## config.mk

```make
export PLATFORM = sky130hd
export DESIGN_NAME = apb_master
export DESIGN_NICKNAME = d
export VERILOG_FILES = /design/src/rtl/apb_pkg.sv /design/src/rtl/apb_master.sv
export SDC_FILE = /design/constraint.sdc
export NUM_CORES = 1
export LEC_CHECK = 0
export CORE_UTILIZATION = 30
export CTS_BUF_LIST = sky130_fd_sc_hd__clkbuf_8 sky130_fd_sc_hd__clkbuf_16
export DETAILED_ROUTE_END_ITERATION = 10
export PLACE_DENSITY = 0.74
export SYNTH_ARGS = -nofsm -noshare
export SYNTH_HDL_FRONTEND = slang
export SYNTH_SLANG_ARGS = --single-unit
export TNS_END_PERCENT = 10
```

## constraint.sdc

```tcl
create_clock -name i_clk -period 3.2 [get_ports i_clk]
set_input_delay 0.48 -clock i_clk [delete_from_list [all_inputs] [get_ports i_clk]]
set_output_delay 0.48 -clock i_clk [all_outputs]
set_load 0.02 [all_outputs]
```

## src/rtl/apb_pkg.sv

```systemverilog
// Shared APB definitions for the requester (apb_master) and the completer (apb_slave) blocks.
// Holds the default bus widths and the requester state encoding.
package apb_pkg;

    localparam int APB_ADDR_W = 32;
    localparam int APB_DATA_W = 32;

    typedef enum logic [1:0] {
        IDLE   = 2'd0,
        SETUP  = 2'd1,
        ACCESS = 2'd2,
        RESP   = 2'd3
    } apb_master_state_e;

endpackage

```

## src/rtl/apb_master.sv

```systemverilog
// APB3 requester: turns one valid/ready command into a SETUP/ACCESS transfer and returns the
// response (read data, slave error, timeout) on a valid/ready response channel.
module apb_master
    import apb_pkg::*;
#(
    parameter int ADDR_W         = APB_ADDR_W,
    parameter int DATA_W         = APB_DATA_W,
    parameter int TIMEOUT_CYCLES = 16
) (
    input  logic              i_clk,
    input  logic              i_reset_n,
    input  logic              i_cmd_valid,
    output logic              o_cmd_ready,
    input  logic [ADDR_W-1:0] i_cmd_addr,
    input  logic              i_cmd_write,
    input  logic [DATA_W-1:0] i_cmd_wdata,
    output logic              o_rsp_valid,
    input  logic              i_rsp_ready,
    output logic [DATA_W-1:0] o_rsp_rdata,
    output logic              o_rsp_slverr,
    output logic              o_rsp_timeout,
    output logic [ADDR_W-1:0] PADDR,
    output logic              PWRITE,
    output logic [DATA_W-1:0] PWDATA,
    output logic              PSELx,
    output logic              PENABLE,
    input  logic [DATA_W-1:0] PRDATA,
    input  logic              PREADY,
    input  logic              PSLVERR
);

    // A zero timeout still needs a legal one-bit counter even though it never aborts.
    localparam int              CNT_W      = (TIMEOUT_CYCLES > 0) ? $clog2(TIMEOUT_CYCLES + 1) : 1;
    localparam bit              TIMEOUT_EN = (TIMEOUT_CYCLES > 0);
    localparam logic [CNT_W-1:0] CNT_LAST  = TIMEOUT_EN ? CNT_W'(TIMEOUT_CYCLES - 1) : '0;
    localparam logic [CNT_W-1:0] CNT_MAX   = '1;

    apb_master_state_e state_q, state_d;

    logic [ADDR_W-1:0] paddr_q, paddr_d;
    logic              pwrite_q, pwrite_d;
    logic [DATA_W-1:0] pwdata_q, pwdata_d;
    logic              psel_q, psel_d;
    logic              penable_q, penable_d;
    logic              rspValid_q, rspValid_d;
    logic [DATA_W-1:0] rspRdata_q, rspRdata_d;
    logic              rspSlverr_q, rspSlverr_d;
    logic              rspTimeout_q, rspTimeout_d;
    logic [CNT_W-1:0]  waitCnt_q, waitCnt_d;

    always_ff @(posedge i_clk) begin
        if (!i_reset_n) begin
            state_q      <= IDLE;
            paddr_q      <= '0;
            pwrite_q     <= 1'b0;
            pwdata_q     <= '0;
            psel_q       <= 1'b0;
            penable_q    <= 1'b0;
            rspValid_q   <= 1'b0;
            rspRdata_q   <= '0;
            rspSlverr_q  <= 1'b0;
            rspTimeout_q <= 1'b0;
            waitCnt_q    <= '0;
        end else begin
            state_q      <= state_d;
            paddr_q      <= paddr_d;
            pwrite_q     <= pwrite_d;
            pwdata_q     <= pwdata_d;
            psel_q       <= psel_d;
            penable_q    <= penable_d;
            rspValid_q   <= rspValid_d;
            rspRdata_q   <= rspRdata_d;
            rspSlverr_q  <= rspSlverr_d;
            rspTimeout_q <= rspTimeout_d;
            waitCnt_q    <= waitCnt_d;
        end
    end

    always_comb begin
        state_d      = state_q;
        paddr_d      = paddr_q;
        pwrite_d     = pwrite_q;
        pwdata_d     = pwdata_q;
        psel_d       = psel_q;
        penable_d    = penable_q;
        rspValid_d   = rspValid_q;
        rspRdata_d   = rspRdata_q;
        rspSlverr_d  = rspSlverr_q;
        rspTimeout_d = rspTimeout_q;
        waitCnt_d    = waitCnt_q;

        unique case (state_q)
            IDLE: begin
                if (i_cmd_valid) begin
                    paddr_d  = i_cmd_addr;
                    pwrite_d = i_cmd_write;
                    pwdata_d = i_cmd_wdata;
                    psel_d   = 1'b1;
                    state_d  = SETUP;
                end
            end
            SETUP: begin
                penable_d = 1'b1;
                waitCnt_d = '0;
                state_d   = ACCESS;
            end
            ACCESS: begin
                if (PREADY) begin
                    rspRdata_d   = pwrite_q ? '0 : PRDATA;
                    rspSlverr_d  = PSLVERR;
                    rspTimeout_d = 1'b0;
                    psel_d       = 1'b0;
                    penable_d    = 1'b0;
                    rspValid_d   = 1'b1;
                    state_d      = RESP;
                end else if (TIMEOUT_EN && (waitCnt_q == CNT_LAST)) begin
                    // Abort on the last allowed wait cycle so the slave never sees more than TIMEOUT_CYCLES.
                    rspRdata_d   = '0;
                    rspSlverr_d  = 1'b1;
                    rspTimeout_d = 1'b1;
                    psel_d       = 1'b0;
                    penable_d    = 1'b0;
                    rspValid_d   = 1'b1;
                    state_d      = RESP;
                end else if (waitCnt_q != CNT_MAX) begin
                    waitCnt_d = waitCnt_q + 1'b1;
                end
            end
            RESP: begin
                if (i_rsp_ready) begin
                    rspValid_d = 1'b0;
                    state_d    = IDLE;
                end
            end
            default: state_d = IDLE;
        endcase
    end

    assign o_cmd_ready   = (state_q == IDLE);
    assign o_rsp_valid   = rspValid_q;
    assign o_rsp_rdata   = rspRdata_q;
    assign o_rsp_slverr  = rspSlverr_q;
    assign o_rsp_timeout = rspTimeout_q;
    assign PADDR         = paddr_q;
    assign PWRITE        = pwrite_q;
    assign PWDATA        = pwdata_q;
    assign PSELx         = psel_q;
    assign PENABLE       = penable_q;

endmodule

```

======== Word level (Yosys, flattened, before mapping) ========
Index checks and enable logic that the tools add are counted.
operators by class
  div/mod/pow operators ................... 0
  $lt $le $gt $ge ......................... 0
  multiply operators ...................... 0
  shift operators ......................... 0
  equality and inequality tests ........... 11
  add/sub/neg operators ................... 1
  muxes and demuxes ....................... 23
  reduce and logical (&&, ||, !) cells .... 12
  bitwise operators ....................... 0
operator list
  operator                                                         count
  32-bit two-way mux                                               3
  5-bit two-way mux                                                3
  2-bit != test, second input constant                             5
  5-bit one-hot mux with 2 select lines                            1
  3-bit AND reduction                                              3
  1-bit two-way mux                                                8
  2-bit two-way mux                                                4
  2-bit one-hot mux with 4 select lines                            1
  2-bit nonzero test                                               4
  1-bit one-hot mux with 2 select lines                            3
  2-bit AND reduction                                              3
  5-bit by 1-bit adder with 5-bit output, second input constant    1
  5-bit by 4-bit == test with 1-bit output, second input constant  1
  5-bit != test, second input constant                             1
  2-bit == test, second input constant                             2
  4-bit AND reduction                                              1
  3-bit != test, second input constant                             1
  2-bit by 1-bit == test with 1-bit output, second input constant  1
  2-bit zero test                                                  1
storage, ports and cells
  logic and storage cells ................. 58
  memory bits (writable) .................. 0
  input port bits ......................... 103
  bits in read-only memories .............. 0
  latch bits .............................. 0
  register bits after elaboration ......... 109
  memories ................................ 0

======== Longest topological paths before layout ========
Gate-level depths: netlist of run 1.
  depth in word-level cells ............... 5
  gate-level depth with buffers ........... 8
  depth with buffers taken out ............ 6

======== Worst setup path after synthesis of run 1 ========
OpenSTA, ideal clock, no wires.
  kind .................................... reg2reg
  start point ............................. register waitCnt_q[0]
  end point ............................... register waitCnt_q[3]
  data arrival time ....................... 2.026 ns
  clock period less this slack ............ 2.096 ns
  stages on the path, launching flop included .. 8
  setup time .............................. 0.070 ns
  slack ................................... 1.104 ns
  cells stage by stage .................... dfxtp_1 -> ha_1 -> and3_1 -> ha_1 -> or4b_1 -> buf_2 -> or3_1 -> a21oi_1
between the ends
  word-level cells in the longest chain between the ends .. 5
  elaborated cells between the ends (all ways) .. 10
ends and longest elaborated chain
  element                                 line               text
  start, declared                         apb_master.sv:49   logic [CNT_W-1:0] waitCnt_q, waitCnt_d;
  start signal, assigned                  apb_master.sv:75   waitCnt_q <= waitCnt_d;
  5-bit by 1-bit adder with 5-bit output  apb_master.sv:126  waitCnt_d = waitCnt_q + 1'b1;
  5-bit two-way mux                       apb_master.sv:125  end else if (waitCnt_q != CNT_MAX) begin
  5-bit two-way mux                       apb_master.sv:116  end else if (TIMEOUT_EN && (waitCnt_q == CNT_LAST)) begin
  5-bit two-way mux                       apb_master.sv:108  if (PREADY) begin
  5-bit one-hot mux with 2 select lines   apb_master.sv:92   unique case (state_q)
Parallel ways exist; a longest one is shown, timed or not. The select of a mux whose other input is x is not followed.
A chain may end at the register's enable or synchronous reset.

======== Final worst setup path of run 1 ========
Ends and elaborated chain as after synthesis.

==> impl_results.md, run 1 <==
* Pwr dens at 665 nW/um^2
* FF-to-FF setup slack at 0.92 ns
* Multi-input gate area at 1820 um^2
* Synth Area per Inst at 8.92 um^2
* Asr flop ratio synth at 0%
* Switch share at 33.6%
* Fmax at 0.438 GHz
* Arrival @ worst endpoint at 2.56 ns
* Tmin final at 2.28 ns
* Final nets at 761
* Via-to-Cell Ratio at 4.55
* I/O Buffers at 205
* Worst Setup SP: waitCnt_q[0]$_SDFFE_PN0P_
* CTS H-Tree Depth at 3
* Syn_nets at 575
* Seq/Total Area, Yosys at 52.7%
* Leakage at 2.39 nW
* P&R area growth vs syn at 60.5%
* Slew margin rel. at 47.1%
* Net switching power at 0.00148 W
* TritonCTS Buffers at 9
* Die Y at 119 um
* Crit share post-route at 71.4%
* Worst Path Max Fanout at 9
* Setup TNS at 0 ns
* Register Area at 2180 um^2
* Clk slew on worst S/H paths at 0.07 ns
* Vias in the first global route at 3,798
* Critical path capture point type: flip-flop
* Worst EP required at 3.48 ns
* Pin count of the biggest net entering global routing at 62
* Final Hold Fails at 0
* DRT Pass-1 Iters at 4
* Root buf cell: clkbuf_16
* DRC at 0
* Num rows at 42
* Die Width at 119 um
* Pint at 0.00294 W
* Pre-CTS setup slack at 0.933 ns
* Part of the power in the clock network at 25.3%
* Syn Std Cell Area at 4140 um^2
* Synth Warn # at 0
* GRT met2 Usage at 27.9%
* RSZ-0062 raised after global routing: false
* Drt total wl at 11,200 um
* GRT met1 Usage at 17.9%
* Cells after synthesis at 464
* TritonCTS sink count at 109
* Hold Path Stages at 2
* Initial antenna violation count at 0
* Starting Density at 31.0%
* Post-synth top area share at 52.7%
* Busiest grt layer: met2
* Top post-synthesis cells by count: 139 x nand2_1, 109 x dfxtp_1, 66 x a21boi_0
* # setup viols final at 0
* CTS tree: yes
* Post-CTS Hold Fix Bufs at 0
* GRT Total Usage at 16.0%
* Hold Path Sink: PWDATA[24]$_SDFFE_PN0P_
* Max-slew violation count at 0
* Antenna cell count at 0
* Hold WS at 0.462 ns
* Max Cap Violations at 0
* Worst Hold Class: reg -> reg
* DR iter-0 viols at 161
* # IOs at 206
* Critical path type: reg -> reg
* Reg2reg end: waitCnt_q[3]$_SDFFE_PN0P_
* Antenna-violating nets left at 0
* Worst Setup Start Kind: flip-flop
* Clk buf depth at 2
* Setup slack after layout at 0.917 ns
* Final Wtd Congestion at 0.748
* Synth area leaders: dfxtp_1 53%, nand2_1 13%, a21boi_0 12%
* Final instance area at 6640 um^2
* Filler Cells Inserted at 1,253
* Layout cells sized above 1 at 3.97%
* Vias at 3,777
* DR WL/cell at 13.5 um
* Reg2reg start: waitCnt_q[0]$_SDFFE_PN0P_
* Largest area contributor in the netlist: dfxtp_1
* Most used DFF post-synth: dfxtp_1
* Peak supply drop at 0.000336 V
* Met3 Track Usage GR at 4.31%
* Combinational power share at 36.2%
* Worst Skew at 0.00460 ns
* First-pass GRT wire length at 18,300 um
* Post-CTS resize count at 0
* Overflow after GRT at 0
* Die area at 14,300 um^2
* Worst Tran Pin Value at 0.793 ns
* Area after DPL at 6340 um^2
* Status: finished clean
* Setup Fix Bufs, Post-CTS at 0
* Flop pwr share at 38.6%
* Area of the core at 13,300 um^2
* Synth Register Bits at 109
* Hpwl dp at 8050 um
* Clk_lat worst skew at 0.34 ns
* R2R cell count at 6
* Hold Path Origin: PWDATA[24]$_SDFFE_PN0P_
* Most frequent cell after synthesis: nand2_1
* Post-synth EDFFs at 0
* Cell variety after synth at 28
==> cell usage in the layout, fill, tap and decap left out, types with 2 or more instances in the layout <==
master / netlist / routed
or3_1: 2 / 2
ha_1: 8 / 8
clkbuf_16: 0 / 9
mux2i_1: 2 / 2
clkdlybuf4s50_1: 0 / 204
o21ai_0: 4 / 4
a21boi_0: 66 / 66
o221a_2: 2 / 2
nand3b_1: 2 / 2
nand3_1: 2 / 2
and3_1: 3 / 3
nor2b_1: 35 / 35
inv_1: 4 / 5
buf_12: 0 / 2
nor2_1: 4 / 4
dfxtp_1: 109 / 109
o21a_1: 3 / 3
a21oi_1: 4 / 4
a22oi_1: 32 / 32
buf_4: 0 / 3
clkinv_2: 0 / 2
nand2_1: 139 / 138
==> power by group through the flow <==
| stage | clock, W | combinational [W] | sequential [W] |
|---|---|---|---|
| 2_1_floorplan | 0 | 0.000617 | 0.00198 |
| 3_5_place_dp | 0 | 0.00161 | 0.00173 |
| 5_1_grt | 0.00122 | 0.00174 | 0.00173 |
| 6_report | 0.00112 | 0.00160 | 0.00170 |
| 4_1_cts | 0.00117 | 0.00162 | 0.00171 |
| 3_3_place_gp | 0 | 0.00158 | 0.00172 |
==> cell families after synthesis <==
family          after synthesis  synth area share, %
compound gates              113                 20.1
fa+ha+maj                     8                 2.42
buf+inv                      39                 3.60
flops                       109                 52.7
mux                           2                0.484
simple gates                193                 20.7
==> metal layers <==
layer / vias to the layer above / wire length (um)
met2: 122 / 5560
li1: 1909 / -
met3: 20 / 718
met4: 0 / 287
met1: 1726 / 4680
met5: - / 0
==> critical path: stages, from the launching register on <==
cell and delay [ns]:
dfxtp_1 0.34, ha_1 0.21, and3_1 0.20, ha_1 0.24, or4b_1 0.68, or3_1 0.39, a21oi_1 0.14
==> layout make-up <==
type,count,share of cell area (%)
clock buffers,10,3.60
multi-input cells,316,27.3
repair buffers,210,31.8
clock inverters,6,0.923
inverters,4,0.226
flip-flops and latches,109,32.8
well taps,176,3.31
==> how the worst max path moves through the flow <==
stage	endpoint	slack [ns]
4_1_cts	waitCnt_q[2]$_SDFFE_PN0P_	0.92
3_3_place_gp	waitCnt_q[3]$_SDFFE_PN0P_	0.97
6_report	waitCnt_q[3]$_SDFFE_PN0P_	0.92
3_5_place_dp	waitCnt_q[3]$_SDFFE_PN0P_	0.93
2_1_floorplan	waitCnt_q[3]$_SDFFE_PN0P_	1.10
5_1_grt	waitCnt_q[3]$_SDFFE_PN0P_	0.78
==> through the flow <==
step | util (%) | power, W | instances
3_5_place_dp | 47.5 | 0.00335 | 815
4_1_cts | 49.8 | 0.00449 | 831
5_1_grt | 49.8 | 0.00470 | 831
6_report | 49.8 | 0.00442 | 831
2_1_floorplan | - | 0.00259 | 464
3_3_place_gp | 47.5 | 0.00330 | 815
==> flip-flops by register name (all words and copies together) (netlist names) <==
name	cells
waitCnt_q	5
PENABLE	1
o_rsp_timeout	1
o_rsp_valid	1
PWRITE	1
o_rsp_rdata	32
PADDR	32
PWDATA	32
PSELx	1
o_rsp_slverr	1
state_q	2
Power figures use the tool's default switching activity.
==> run 2: changes to the inputs <==
==> constraint.sdc (replaced) <==
create_clock -name i_clk -period 2.2 [get_ports i_clk]
set_input_delay 0.33 -clock i_clk [delete_from_list [all_inputs] [get_ports i_clk]]
set_output_delay 0.33 -clock i_clk [all_outputs]
set_load 0.02 [all_outputs]
==> run 2 against run 1 <==
  * Clock power up 45%
  * Critical path depth unchanged
  * Global-route usage fell by 0.071 points
  * Register-to-register slack lost 0.86 ns
  * Largest power group unchanged
  * First-iteration DRC count grew 15%
  * Sequential share of layout area down 0.28 points
==> impl_results.md, run 2 (synthesized netlist as in run 1, its figures left out) <==
* Die area at 14,300 um^2
* I/O Buffers at 205
* Vias in the first global route at 3,873
* Max-slew violation count at 0
* Hpwl dp at 8030 um
* Peak supply drop at 0.000430 V
* Clk slew on worst S/H paths at 0.07 ns
* Layout cells sized above 1 at 5.14%
* TritonCTS sink count at 109
* Hold Path Sink: PADDR[22]$_SDFFE_PN0P_
* Worst Skew at 0.00769 ns
* Drt total wl at 11,400 um
* GRT Total Usage at 15.9%
* Worst Setup SP: waitCnt_q[0]$_SDFFE_PN0P_
* # setup viols final at 0
* Num rows at 42
* P&R area growth vs syn at 61.9%
* Worst Hold Class: reg -> reg
* Crit share post-route at 97.6%
* Critical path capture point type: flip-flop
* Slew margin rel. at 69.4%
* Antenna cell count at 0
* Total power at 0.00648 W
* Final nets at 767
* Hold WS at 0.461 ns
* Pwr dens at 967 nW/um^2
* Worst-path cell chain: ha_1, and3_1, ha_1, or4b_4, or3_1, a21oi_2
* DRT Pass-1 Iters at 4
* Root buf cell: clkbuf_16
* Die Width at 119 um
* Tmin final at 2.15 ns
* Fin cells at 837
* Worst Path Max Fanout at 7
* Vias at 3,873
* Critical path type: reg -> reg
* Max stage delay on crit path at 0.58 ns
* Overflow after GRT at 0
* Filler Cells Inserted at 1,246
* Leakage at 2.42 nW
* CP dominant cell by count: ha_1
* Final core occ at 50.2%
* Hold Path Origin: PADDR[22]$_SDFFE_PN0P_
* Area of the core at 13,300 um^2
* R2R cell count at 6
* Clk buf depth at 2
* DR iter-0 viols at 185
* Commonest non-fill, non-tap cell in the layout: clkdlybuf4s50_1
* Worst Setup Start Kind: flip-flop
* Clk_lat worst skew at 0.34 ns
* Commonest cells after routing, fill and taps aside: 204 x clkdlybuf4s50_1, 138 x nand2_1, 109 x dfxtp_1
* First-pass GRT wire length at 18,300 um
* Reg2reg end: waitCnt_q[3]$_SDFFE_PN0P_
* Worst EP required at 2.47 ns
* Hold Path Stages at 2
* Status: finished clean
* # IOs at 206
* FF-to-FF setup slack at 0.05 ns
* Starting Density at 31.0%
* Max Cap Violations at 0
* Via-to-Cell Ratio at 4.63
* TritonCTS Buffers at 9
* Final Wtd Congestion at 0.703
* Worst Tran Pin Value at 0.460 ns
* # placed instances at 820
* Reg2reg start: waitCnt_q[0]$_SDFFE_PN0P_
* DR WL/cell at 13.6 um
* Antenna-violating nets left at 0
* Pin count of the biggest net entering global routing at 112
* Die Y at 119 um
* Initial antenna violation count at 0
* CTS tree: yes
* Arrival @ worst endpoint at 2.42 ns
* CTS H-Tree Depth at 3
* Fmax at 0.466 GHz
* DRC at 0
* Slowest-stage cell, CP: or4b_4
* Final Hold Fails at 0
run 2: changes by cell type in the layout (fill, tap and decap cells not counted):
cell      previous run  this run
buf_4                3         8
or4b_1               1         0
a21oi_1              4         3
clkinv_4             1         0
inv_6                1         0
clkinv_2             2         4
or4b_4               0         1
a21oi_2              0         1
buf_12               2         3
run 2: layer usage:
metal | vias up | wire length (um) | track usage (%)
met5 | - | 0 | 0
met4 | 0 | 247 | 7.19
met3 | 19 | 771 | 4.93
met2 | 128 | 5700 | 28.0
met1 | 1808 | 4670 | 17.4
li1 | 1918 | - | -
run 2: worst max-delay path by stage:
stage	to	slack, ns
2_1_floorplan	waitCnt_q[3]$_SDFFE_PN0P_	0.10
3_3_place_gp	waitCnt_q[3]$_SDFFE_PN0P_	0.07
3_5_place_dp	waitCnt_q[3]$_SDFFE_PN0P_	-0.04
4_1_cts	waitCnt_q[3]$_SDFFE_PN0P_	0.04
5_1_grt	waitCnt_q[3]$_SDFFE_PN0P_	-0.01
6_report	waitCnt_q[3]$_SDFFE_PN0P_	0.05
run 2: cell type report:
class	instances	area [um^2]	share of cell area, %
Clock inverter	6	53.8	0.803
Timing Repair Buffer	216	2170	32.3
Tap cell	176	220	3.29
Inverter	4	15.0	0.224
Sequential cell	109	2180	32.6
Multi-Input combinational cell	316	1820	27.2
Clock buffer	10	239	3.57
run 2: timing repair:
action | in CTS | in global routing
gates resized for setup | 1 | 1
hold buffers | 0 | 0
endpoints found under the setup margin | 1 | 1
pin swaps | 0 | 1
buffers inserted | 0 | 1
run 2: metrics by stage:
| stage | area, um^2 | setup WS [ns] | TNS, ns |
|---|---|---|---|
| finish | 6700 | 0.0521 | 0 |
| global route | 6700 | -0.0106 | -0.0106 |
| CTS | 6690 | 0.0415 | 0 |
| detailed placement | 6390 | -0.0366 | -0.0366 |
| global placement | 6390 | 0.0736 | 0 |
| floorplan | 4140 | 0.104 | 0 |
run 2: report_power, final:
part           internal (W)  total [W]  switching (W)
registers           0.00230    0.00248       0.000177
clock network      0.000903    0.00162       0.000718
logic               0.00110    0.00238        0.00128
total               0.00431    0.00648        0.00218
run 2: worst max-delay path, delay by kind of cell (launching register included):
kind | cells | cell delay (ns)
AND/OR/NAND/NOR | 3 | 1.16
AO/OA/AOI/OAI | 1 | 0.15
adder cells (fa/ha/maj) | 2 | 0.42
flip-flops | 1 | 0.34
